## src/rtl/fifo_ctrl_pkg.sv

```systemverilog
// fifo_ctrl_pkg: shared constants, types and elaboration helpers for the
// FIFO RAM controller (fifo_ram_ctrl) and its read-valid pipeline.
package fifo_ctrl_pkg;

    // Legal range of the RAM read latency (non-pipelined / pipelined macro).
    localparam int RD_LAT_MIN = 1;
    localparam int RD_LAT_MAX = 2;

    // Accepted-operation combination for one clock, encoded as {write, read}.
    typedef enum logic [1:0] {
        OP_NONE  = 2'b00,
        OP_RD    = 2'b01,
        OP_WR    = 2'b10,
        OP_WR_RD = 2'b11
    } fifo_op_e;

    // The word count needs one more bit than the pointers so that a full
    // FIFO (2**addr_w words) is distinguishable from an empty one.
    function automatic int cnt_width(input int addr_w);
        return addr_w + 1;
    endfunction

    // Thresholds must be ordered and must not exceed the FIFO depth.
    function automatic bit thresh_ok(input int addr_w, input int afull_th, input int aempty_th);
        return (aempty_th < afull_th) && (afull_th <= (1 << addr_w));
    endfunction

    function automatic bit rd_lat_ok(input int rd_latency);
        return (rd_latency >= RD_LAT_MIN) && (rd_latency <= RD_LAT_MAX);
    endfunction

endpackage

```

## src/rtl/fifo_rd_valid_pipe.sv

```systemverilog
// fifo_rd_valid_pipe: LAT-deep shift register that turns the RAM read enable
// into a data-valid strobe aligned with the RAM read latency. An asynchronous
// reset flushes any strobes still in flight.
module fifo_rd_valid_pipe
    import fifo_ctrl_pkg::*;
#(
    parameter int LAT = RD_LAT_MAX
) (
    input  logic CLOCK,
    input  logic RESET_N,
    input  logic REN,
    output logic DVLD
);

    logic [LAT-1:0] sr_q;

    // Shift the accepted-read strobe one stage per clock.
    always_ff @(posedge CLOCK or negedge RESET_N) begin
        if (!RESET_N) begin
            sr_q <= '0;
        end else begin
            sr_q[0] <= REN;
            for (int i = 1; i < LAT; i++) begin
                sr_q[i] <= sr_q[i-1];
            end
        end
    end

    assign DVLD = sr_q[LAT-1];

endmodule

```

## src/rtl/fifo_ram_ctrl.sv

```systemverilog
// fifo_ram_ctrl: single-clock FIFO controller for an external dual-port RAM.
// Owns the write/read pointers and word count, drives the RAM address and
// enable strobes, and produces registered FULL/EMPTY/threshold/error flags
// plus a read-data-valid strobe.
// Optional feature macro: FIFO_CTRL_THRESH_EN -- when defined, AFULL/AEMPTY
// are registered compares against AFULL_TH/AEMPTY_TH; otherwise they mirror
// FULL/EMPTY.
module fifo_ram_ctrl
    import fifo_ctrl_pkg::*;
#(
    parameter int ADDR_W     = 7,
    parameter int RD_LATENCY = 2,
    parameter int AFULL_TH   = 120,
    parameter int AEMPTY_TH  = 8
) (
    input  logic              CLOCK,
    input  logic              RESET_N,
    input  logic              WE,
    input  logic              RE,
    output logic [ADDR_W-1:0] RAM_WADDR,
    output logic              RAM_WEN,
    output logic [ADDR_W-1:0] RAM_RADDR,
    output logic              RAM_REN,
    output logic              DVLD,
    output logic              FULL,
    output logic              EMPTY,
    output logic              AFULL,
    output logic              AEMPTY,
    output logic [ADDR_W:0]   WRCNT,
    output logic              OVERFLOW,
    output logic              UNDERFLOW
);

    localparam int CW = cnt_width(ADDR_W);
    localparam logic [CW-1:0]     DEPTH_C = CW'(2 ** ADDR_W);
    localparam logic [CW-1:0]     CNT_ONE = CW'(1);
    localparam logic [ADDR_W-1:0] PTR_ONE = ADDR_W'(1);

    // Reject illegal configurations at elaboration time.
    if (!rd_lat_ok(RD_LATENCY)) begin : g_bad_rd_latency
        $error("fifo_ram_ctrl: RD_LATENCY must be 1 or 2");
    end
    if (!thresh_ok(ADDR_W, AFULL_TH, AEMPTY_TH)) begin : g_bad_thresholds
        $error("fifo_ram_ctrl: need AEMPTY_TH < AFULL_TH <= 2**ADDR_W");
    end

    logic [ADDR_W-1:0] wptr_q, wptr_d;
    logic [ADDR_W-1:0] rptr_q, rptr_d;
    logic [CW-1:0]     count_q, count_d;
    logic              full_q, full_d;
    logic              empty_q, empty_d;
    logic              ovf_q, ovf_d;
    logic              udf_q, udf_d;
    logic              wr_acc, rd_acc;
    fifo_op_e          op;

    // Acceptance uses only the registered flags, so the count can never
    // exceed the depth or drop below zero.
    assign wr_acc = WE & ~full_q;
    assign rd_acc = RE & ~empty_q;
    assign op     = fifo_op_e'({wr_acc, rd_acc});

    // Next pointers, next count and next flags from the accepted operations.
    always_comb begin
        wptr_d  = wptr_q;
        rptr_d  = rptr_q;
        count_d = count_q;
        case (op)
            OP_WR: begin
                wptr_d  = wptr_q + PTR_ONE;
                count_d = count_q + CNT_ONE;
            end
            OP_RD: begin
                rptr_d  = rptr_q + PTR_ONE;
                count_d = count_q - CNT_ONE;
            end
            OP_WR_RD: begin
                wptr_d = wptr_q + PTR_ONE;
                rptr_d = rptr_q + PTR_ONE;
            end
            default: begin
            end
        endcase
        full_d  = (count_d == DEPTH_C);
        empty_d = (count_d == '0);
        // A request is rejected exactly when its side is blocked by a flag.
        ovf_d   = WE & full_q;
        udf_d   = RE & empty_q;
    end

    // Pointer, count and flag registers.
    always_ff @(posedge CLOCK or negedge RESET_N) begin
        if (!RESET_N) begin
            wptr_q  <= '0;
            rptr_q  <= '0;
            count_q <= '0;
            full_q  <= 1'b0;
            empty_q <= 1'b1;
            ovf_q   <= 1'b0;
            udf_q   <= 1'b0;
        end else begin
            wptr_q  <= wptr_d;
            rptr_q  <= rptr_d;
            count_q <= count_d;
            full_q  <= full_d;
            empty_q <= empty_d;
            ovf_q   <= ovf_d;
            udf_q   <= udf_d;
        end
    end

`ifdef FIFO_CTRL_THRESH_EN
    localparam logic [CW-1:0] AFULL_C  = CW'(AFULL_TH);
    localparam logic [CW-1:0] AEMPTY_C = CW'(AEMPTY_TH);

    logic afull_q, aempty_q;

    // Threshold flags registered from the next count, aligned with FULL/EMPTY.
    always_ff @(posedge CLOCK or negedge RESET_N) begin
        if (!RESET_N) begin
            afull_q  <= 1'b0;
            aempty_q <= 1'b1;
        end else begin
            afull_q  <= (count_d >= AFULL_C);
            aempty_q <= (count_d <= AEMPTY_C);
        end
    end

    assign AFULL  = afull_q;
    assign AEMPTY = aempty_q;
`else
    assign AFULL  = full_q;
    assign AEMPTY = empty_q;
`endif

    fifo_rd_valid_pipe #(
        .LAT (RD_LATENCY)
    ) u_rd_valid_pipe (
        .CLOCK   (CLOCK),
        .RESET_N (RESET_N),
        .REN     (rd_acc),
        .DVLD    (DVLD)
    );

    // Enables are additionally masked by reset so the RAM sees no strobe
    // while the controller is held in reset.
    assign RAM_WEN   = wr_acc & RESET_N;
    assign RAM_REN   = rd_acc & RESET_N;
    assign RAM_WADDR = wptr_q;
    assign RAM_RADDR = rptr_q;
    assign WRCNT     = count_q;
    assign FULL      = full_q;
    assign EMPTY     = empty_q;
    assign OVERFLOW  = ovf_q;
    assign UNDERFLOW = udf_q;

endmodule

```

## config.mk

```make
export PLATFORM = sky130hd
export DESIGN_NAME = fifo_ram_ctrl
export DESIGN_NICKNAME = d
export VERILOG_FILES = /design/src/rtl/fifo_ctrl_pkg.sv /design/src/rtl/fifo_rd_valid_pipe.sv /design/src/rtl/fifo_ram_ctrl.sv
export SDC_FILE = /design/constraint.sdc
export NUM_CORES = 1
export LEC_CHECK = 0
export CORE_MARGIN = 3
export CORE_UTILIZATION = 50
export DETAILED_ROUTE_END_ITERATION = 12
export GPL_TIMING_DRIVEN = 0
export PLACE_DENSITY = 0.79
export SYNTH_ARGS = -nofsm -noshare
export SYNTH_HDL_FRONTEND = slang
export SYNTH_HIERARCHICAL = 1
export SYNTH_SLANG_ARGS = --single-unit
```

## constraint.sdc

```tcl
create_clock -name CLOCK -period 4.1 [get_ports CLOCK]
set_input_delay 0.615 -clock CLOCK [delete_from_list [all_inputs] [get_ports CLOCK]]
set_output_delay 0.615 -clock CLOCK [all_outputs]
set_load 0.02 [all_outputs]
```

==> results.py, run 1 <==
metrics = {
    "clock_network": {
        "cts_setup_buffers": 0,
        "post_cts_resize_count": 0,
        "holdBufCountCts": 0,
        "htreeDepth": 1,
        "cts_tree": "done",
        "clk_pin_slew_ns": 0.16,
        "cts-root-buf": "clkbuf_4",
        "cts_buffers": 3,
        "clock_latency_ns": 0.33,
        "cts_num_sinks": 28,
        "ctsLongestPathBuffers": 2,
    },
    "layout": {
        "nNetsFinal": 219,
        "diodes": 0,
        "nFillCells": 278,
        "fin_area_um2": 2090,
        "drive_above_1_share_pct": 11.4,
        "area_growth_pct": 26.9,
    },
    "detailed_routing": {
        "num_vias": 1422,
        "drc": 0,
        "drt_iter0_drc": 65,
        "wl_per_cell_um": 13.7,
        "vias_per_cell": 5.60,
        "dr.pass1.iters": 4,
        "ant_nets": 0,
        "drt-total-wl_um": 3480,
    },
    "global_routing": {
        "antenna_found_initial": 0,
        "grt_pass1_wl_um": 6310,
        "grt.overflow.total": 0,
        "grt_pass1_vias": 1397,
        "grt_usage_pct": 18.9,
        "grt_max_degree": 31,
    },
    "sta": {
        "finalHoldWorstSlack_ns": 0.274,
        "post-route-period-util_pct": 88.1,
        "tightest_slew_ns": 0.629,
        "setup_tns_ns": 0,
        "fin_crit_ns": 3.61,
        "finClkSkew_ns": 0.0147,
        "hold_viol": 0,
        "setup_ws_ns": 0.489,
        "slew_viol_final": 0,
        "max_clock_freq_ghz": 0.277,
        "setup_violations": 0,
        "slew-limit-headroom_pct": 58.1,
        "rsz0062_at_grt": "false",
    },
    "setup_path": {
        "cp.arrival_ns": 3.82,
        "worstSetupPathType": "input port to flop",
        "required_ns": 4.31,
        "start_kind": "input port",
        "cp-end-kind": "flop",
        "path_max_fanout": 10,
    },
    "die": {
        "initial_core_util_pct": 53.1,
        "rows": 20,
        "ios": 35,
        "core_area_um2": 3100,
        "die_area_um2": 4020,
        "die_height_um": 63.4,
        "die_w_um": 63.4,
    },
    "job": {
        "maxCapViolCount": 0,
    },
    "synthesis": {
        "ys_seq_area_share_pct": 42.6,
        "syn_avg_cell_area_um2": 9.58,
        "synth_common_cells": "dfrtp_1 (27), nand2_1 (16), xnor2_1 (16)",
        "synth.most_common_cell": "dfrtp_1",
        "synth_ff_type": "dfrtp_1",
        "synth.area.top_cells": "dfrtp_1 (41%), xnor2_1 (8.5%), nand2_1 (3.6%)",
        "yosys.area.top_type": "dfrtp_1",
        "synth_edf_count": 0,
        "netlist_area_um2": 1650,
        "ys_types": 46,
        "postSynth.asyncResetShare_pct": 100,
        "yosys_warnings": 6,
        "syn-instance-count": 172,
        "synth-seq-cells": 28,
        "synth.net_count": 180,
        "synth_top_area_share_pct": 41.0,
    },
    "power": {
        "power_density_nw_per_um2": 723,
        "power.leakage_uw": 0.000845,
        "power_uw": 1510,
        "irDropWorstVdd_uv": 402,
    },
    "placement": {
        "place_congestion": 0.843,
        "placed_area_um2": 2040,
        "io_buffer_count": 34,
        "dp_hpwl_um": 2620,
        "dpl_worst_slack_ns": 0.128,
    },
    "hold_path": {
        "hp-class": "input port to async pin",
    },
    "outcome": {
        "status": "finished, final reports clean",
    },
}
[power breakdown]
part | total, µW | switching (µW) | internal, µW
Sequential | 485 | 105 | 380
Combinational | 844 | 461 | 382
Clock | 182 | 82.9 | 98.8
Total | 1510 | 649 | 861
[sequential cells by signal, summed over array words and instances (netlist names)]
signal and flops:
AEMPTY 1, OVERFLOW 1, WRCNT 8, AFULL 1, u_rd_valid_pipe/sr_q 2, RAM_RADDR 7
UNDERFLOW 1, RAM_WADDR 7
[layout by cell type, fill, tap and decap left out, types with 2 or more instances in the layout]
| cell | instances |
|---|---|
| xnor2_1 | 16 |
| and4_1 | 2 |
| ha_1 | 4 |
| inv_1 | 4 |
| buf_4 | 2 |
| a221oi_2 | 2 |
| buf_2 | 6 |
| clkdlybuf4s50_1 | 33 |
| and3_1 | 4 |
| xor2_1 | 5 |
| and2_1 | 4 |
| nand4_1 | 6 |
| clkbuf_4 | 3 |
| o211ai_1 | 3 |
| nand2b_1 | 4 |
| nor4_1 | 4 |
| clkbuf_1 | 6 |
| nand2_1 | 16 |
| nor2_1 | 8 |
| a21oi_1 | 6 |
| dfrtp_1 | 27 |
| nor3_1 | 5 |
| or3_1 | 2 |
| a211oi_1 | 3 |
| o21ai_0 | 4 |
| nand3_1 | 8 |
[worst paths after layout]
check                                          endpoint  depth (start not counted)               startpoint  slack (ns)
worst min-delay path                       RAM_RADDR[2]                          1                  RESET_N        0.27
worst max register to register                    AFULL                         13                   AEMPTY        0.64
min in group CLOCK              u_rd_valid_pipe/sr_q[1]                          0  u_rd_valid_pipe/sr_q[0]        0.37
worst max-delay path                              AFULL                         14                       WE        0.49
worst min register to register  u_rd_valid_pipe/sr_q[1]                          0  u_rd_valid_pipe/sr_q[0]        0.37
max in group asynchronous                     UNDERFLOW                          1                  RESET_N        3.41
[critical path, cell delays in order]
cell and delay, ns:
clkdlybuf4s50_1 0.47, nor2b_2 0.15, buf_6 0.14, inv_4 0.06, nand2_1 0.10, clkbuf_1 0.39, xnor2_1 0.12, ha_1 0.25
a22o_1 0.23, a221oi_2 0.50, nor2_1 0.11, o21a_1 0.20, nor3_1 0.40, nor3b_2 0.08
[area by class of cell]
class	instances	area, µm²	share of cell area (%)
flip-flops and latches	28	702	33.6
clock buffers	3	22.5	1.08
clock inverters	1	30.0	1.44
inverters	5	21.3	1.02
multi-input cells	125	851	40.7
plain buffers	14	73.8	3.53
well taps	44	55.1	2.63
repair buffers	34	335	16.0
[metal layers]
layer  routed length, µm  global-route usage (%)  vias up  share of wire (%)
li1                    -                       -      685                  -
met1                1430                    23.3      662                 41
met2                1750                    33.5       67                 50
met3                 262                    3.74        8                7.5
met4                  32                    4.85        0               0.92
met5                   0                       0        -                  0
[metrics by stage]
| step | utilization [%] | std cells |
|---|---|---|
| finish | 67.4 | 254 |
| global route | 67.4 | 254 |
| CTS | 67.5 | 254 |
| detailed placement | 65.8 | 250 |
| global placement | 65.8 | 250 |
| floorplan | - | 172 |
[cell families after synthesis]
group,after synthesis,share of synthesized area (%)
flops,28,42.6
xor+xnor,21,11.2
simple gates,73,24.9
fa+ha+maj,4,3.04
mux,1,0.683
compound gates,26,11.8
buf+inv,19,5.77
(Power assumes the default switching activity.)
==> run 2, diff against run 1 <==
--- a/config.mk
+++ b/config.mk
@@ -6,10 +6,9 @@
 export NUM_CORES = 1
 export LEC_CHECK = 0
 export CORE_MARGIN = 3
-export CORE_UTILIZATION = 50
+export CORE_UTILIZATION = 35
 export DETAILED_ROUTE_END_ITERATION = 12
 export GPL_TIMING_DRIVEN = 0
-export PLACE_DENSITY = 0.79
 export SYNTH_ARGS = -nofsm -noshare
 export SYNTH_HDL_FRONTEND = slang
 export SYNTH_HIERARCHICAL = 1
==> run 2 against run 1 <==
Hold slack better by 0.073 ns. Clock skew is 0.012 ns lower. Non-clock buffer count unchanged. Highest routed layer unchanged. Combinational power grew 0.5%. Worst setup slack worse by 0.12 ns. Global-route usage shrank 4.1 points. Count of clock-buffer cells in the layout unchanged. Cell count increased by 3.1%.
==> results.py, run 2 (same netlist as run 1, synthesis figures left out) <==
metrics = {
    "global_routing": {
        "antenna_found_initial": 0,
        "grt_usage_pct": 14.8,
        "grt_max_degree": 31,
        "grt.overflow.total": 0,
        "grt_pass1_wl_um": 6610,
        "grt_pass1_vias": 1433,
    },
    "setup_path": {
        "max_stage_delay_ns": 0.53,
        "path_cells": "clkdlybuf4s50_1 > nor2b_2 > buf_6 > inv_4 > nand2_1 > clkbuf_1 > xnor2_1 > ha_1 > a22o_1 > a221oi_2 > nor4_1 > o21a_1 > nor3_1 > nor3b_2",
        "cp-end-kind": "flop",
        "crit_slowest_cell": "a221oi_2",
        "r2r_slack_ns": 0.57,
        "timing.rr.end": "AFULL",
        "r2r_start": "AEMPTY",
        "path_max_fanout": 10,
        "required_ns": 4.26,
        "worstSetupPathType": "input port to flop",
        "start_kind": "input port",
        "cp.arrival_ns": 3.90,
        "r2r_cells": 13,
    },
    "layout": {
        "instances_no_fill": 262,
        "largest_register_ffs": 8,
        "drive_above_1_share_pct": 11.4,
        "final_cell_mix": "clkdlybuf4s50_1 (33), dfrtp_1 (27), nand2_1 (16), xnor2_1 (16)",
        "fin_area_um2": 2120,
        "final_common_cell": "clkdlybuf4s50_1",
        "area_growth_pct": 28.6,
        "final_util_pct": 47.7,
        "nNetsFinal": 219,
        "diodes": 0,
    },
    "job": {
        "maxCapViolCount": 0,
    },
    "clock_network": {
        "clock_latency_ns": 0.28,
        "cts-root-buf": "clkbuf_8",
        "ctsLongestPathBuffers": 2,
        "clk_pin_slew_ns": 0.10,
        "cts_tree": "done",
        "htreeDepth": 1,
        "holdBufCountCts": 0,
        "cts_buffers": 3,
        "post_cts_resize_count": 0,
        "cts_num_sinks": 28,
        "cts_setup_buffers": 0,
    },
    "power": {
        "power.leakage_uw": 0.000853,
        "irDropWorstVdd_uv": 289,
        "power_density_nw_per_um2": 733,
    },
    "sta": {
        "post-route-period-util_pct": 91.1,
        "max_clock_freq_ghz": 0.268,
        "rsz0062_at_grt": "false",
        "setup_tns_ns": 0,
        "fin_crit_ns": 3.73,
        "setup_violations": 0,
        "hold_viol": 0,
        "slew-limit-headroom_pct": 56.7,
        "finClkSkew_ns": 0.00276,
        "slew_viol_final": 0,
        "tightest_slew_ns": 0.650,
    },
    "die": {
        "die_area_um2": 5570,
        "core_area_um2": 4440,
        "initial_core_util_pct": 37.1,
        "die_height_um": 74.6,
        "rows": 24,
        "ios": 35,
        "die_w_um": 74.6,
    },
    "detailed_routing": {
        "drt-total-wl_um": 3790,
        "wl_per_cell_um": 14.5,
        "dr.pass1.iters": 4,
        "drc": 0,
        "drt_iter0_drc": 76,
        "vias_per_cell": 5.50,
        "num_vias": 1442,
        "ant_nets": 0,
    },
    "placement": {
        "place_congestion": 0.897,
        "io_buffer_count": 34,
        "dp_hpwl_um": 2790,
        "placed_area_um2": 2050,
        "dp_cells": 258,
    },
    "hold_path": {
        "hp-class": "input port to async pin",
    },
    "outcome": {
        "status": "finished, final reports clean",
    },
}
[run 2: cell counts in the layout (fill, tap and decap cells not counted)]
No cell type changed its count.
[run 2: worst max-delay path by stage]
| stage | from | end | slack [ns] | cells past startpoint |
|---|---|---|---|---|
| global route | WE | AFULL | 0.08 | 14 |
| CTS | WE | AFULL | 0.34 | 14 |
| floorplan | AEMPTY | AFULL | 1.06 | 13 |
| finish | WE | AFULL | 0.37 | 14 |
| detailed placement | WE | AFULL | 0.05 | 14 |
| global placement | WE | AFULL | 0.22 | 14 |
[run 2: final cells by class]
| class | count | area (µm²) |
|---|---|---|
| clock buffer | 3 | 41.3 |
| timing repair buffer | 34 | 335 |
| inverter | 5 | 21.3 |
| multi-input combinational | 125 | 851 |
| buffer | 14 | 73.8 |
| sequential | 28 | 702 |
| fill | 426 | 2320 |
| tap | 52 | 65.1 |
| clock inverter | 1 | 30.0 |
[run 2: metal layers]
layer,GRT usage (%),wire (µm)
met2,26.2,1920
met1,18.8,1630
met4,3.16,38
met3,2.94,203
met5,0,0
[run 2: per-stage QoR]
step / setup WS, ns / power, µW / hold slack [ns]
finish: 0.366 / 1550 / 0.347
global placement: 0.218 / 1310 / 0.332
floorplan: 1.06 / 1010 / 0.319
CTS: 0.339 / 1570 / 0.356
global route: 0.0776 / 1670 / 0.372
detailed placement: 0.0505 / 1340 / 0.336
[run 2: worst max-delay path: cells and delay by family]
kind                     cells  cell delay [ns]
buffers and inverters        4             1.07
AO/OA/AOI/OAI                3             0.97
AND/OR/NAND/NOR              5             0.84
adder cells (fa/ha/maj)      1             0.26
XOR/XNOR                     1             0.13
[run 2: where the power goes]
group,total [µW],internal [µW],switching (µW),leakage (µW)
Sequential,482,381,101,0.000345
Clock,223,131,92.0,0.0000357
Combinational,848,383,466,0.000472
Total,1550,895,659,0.000853
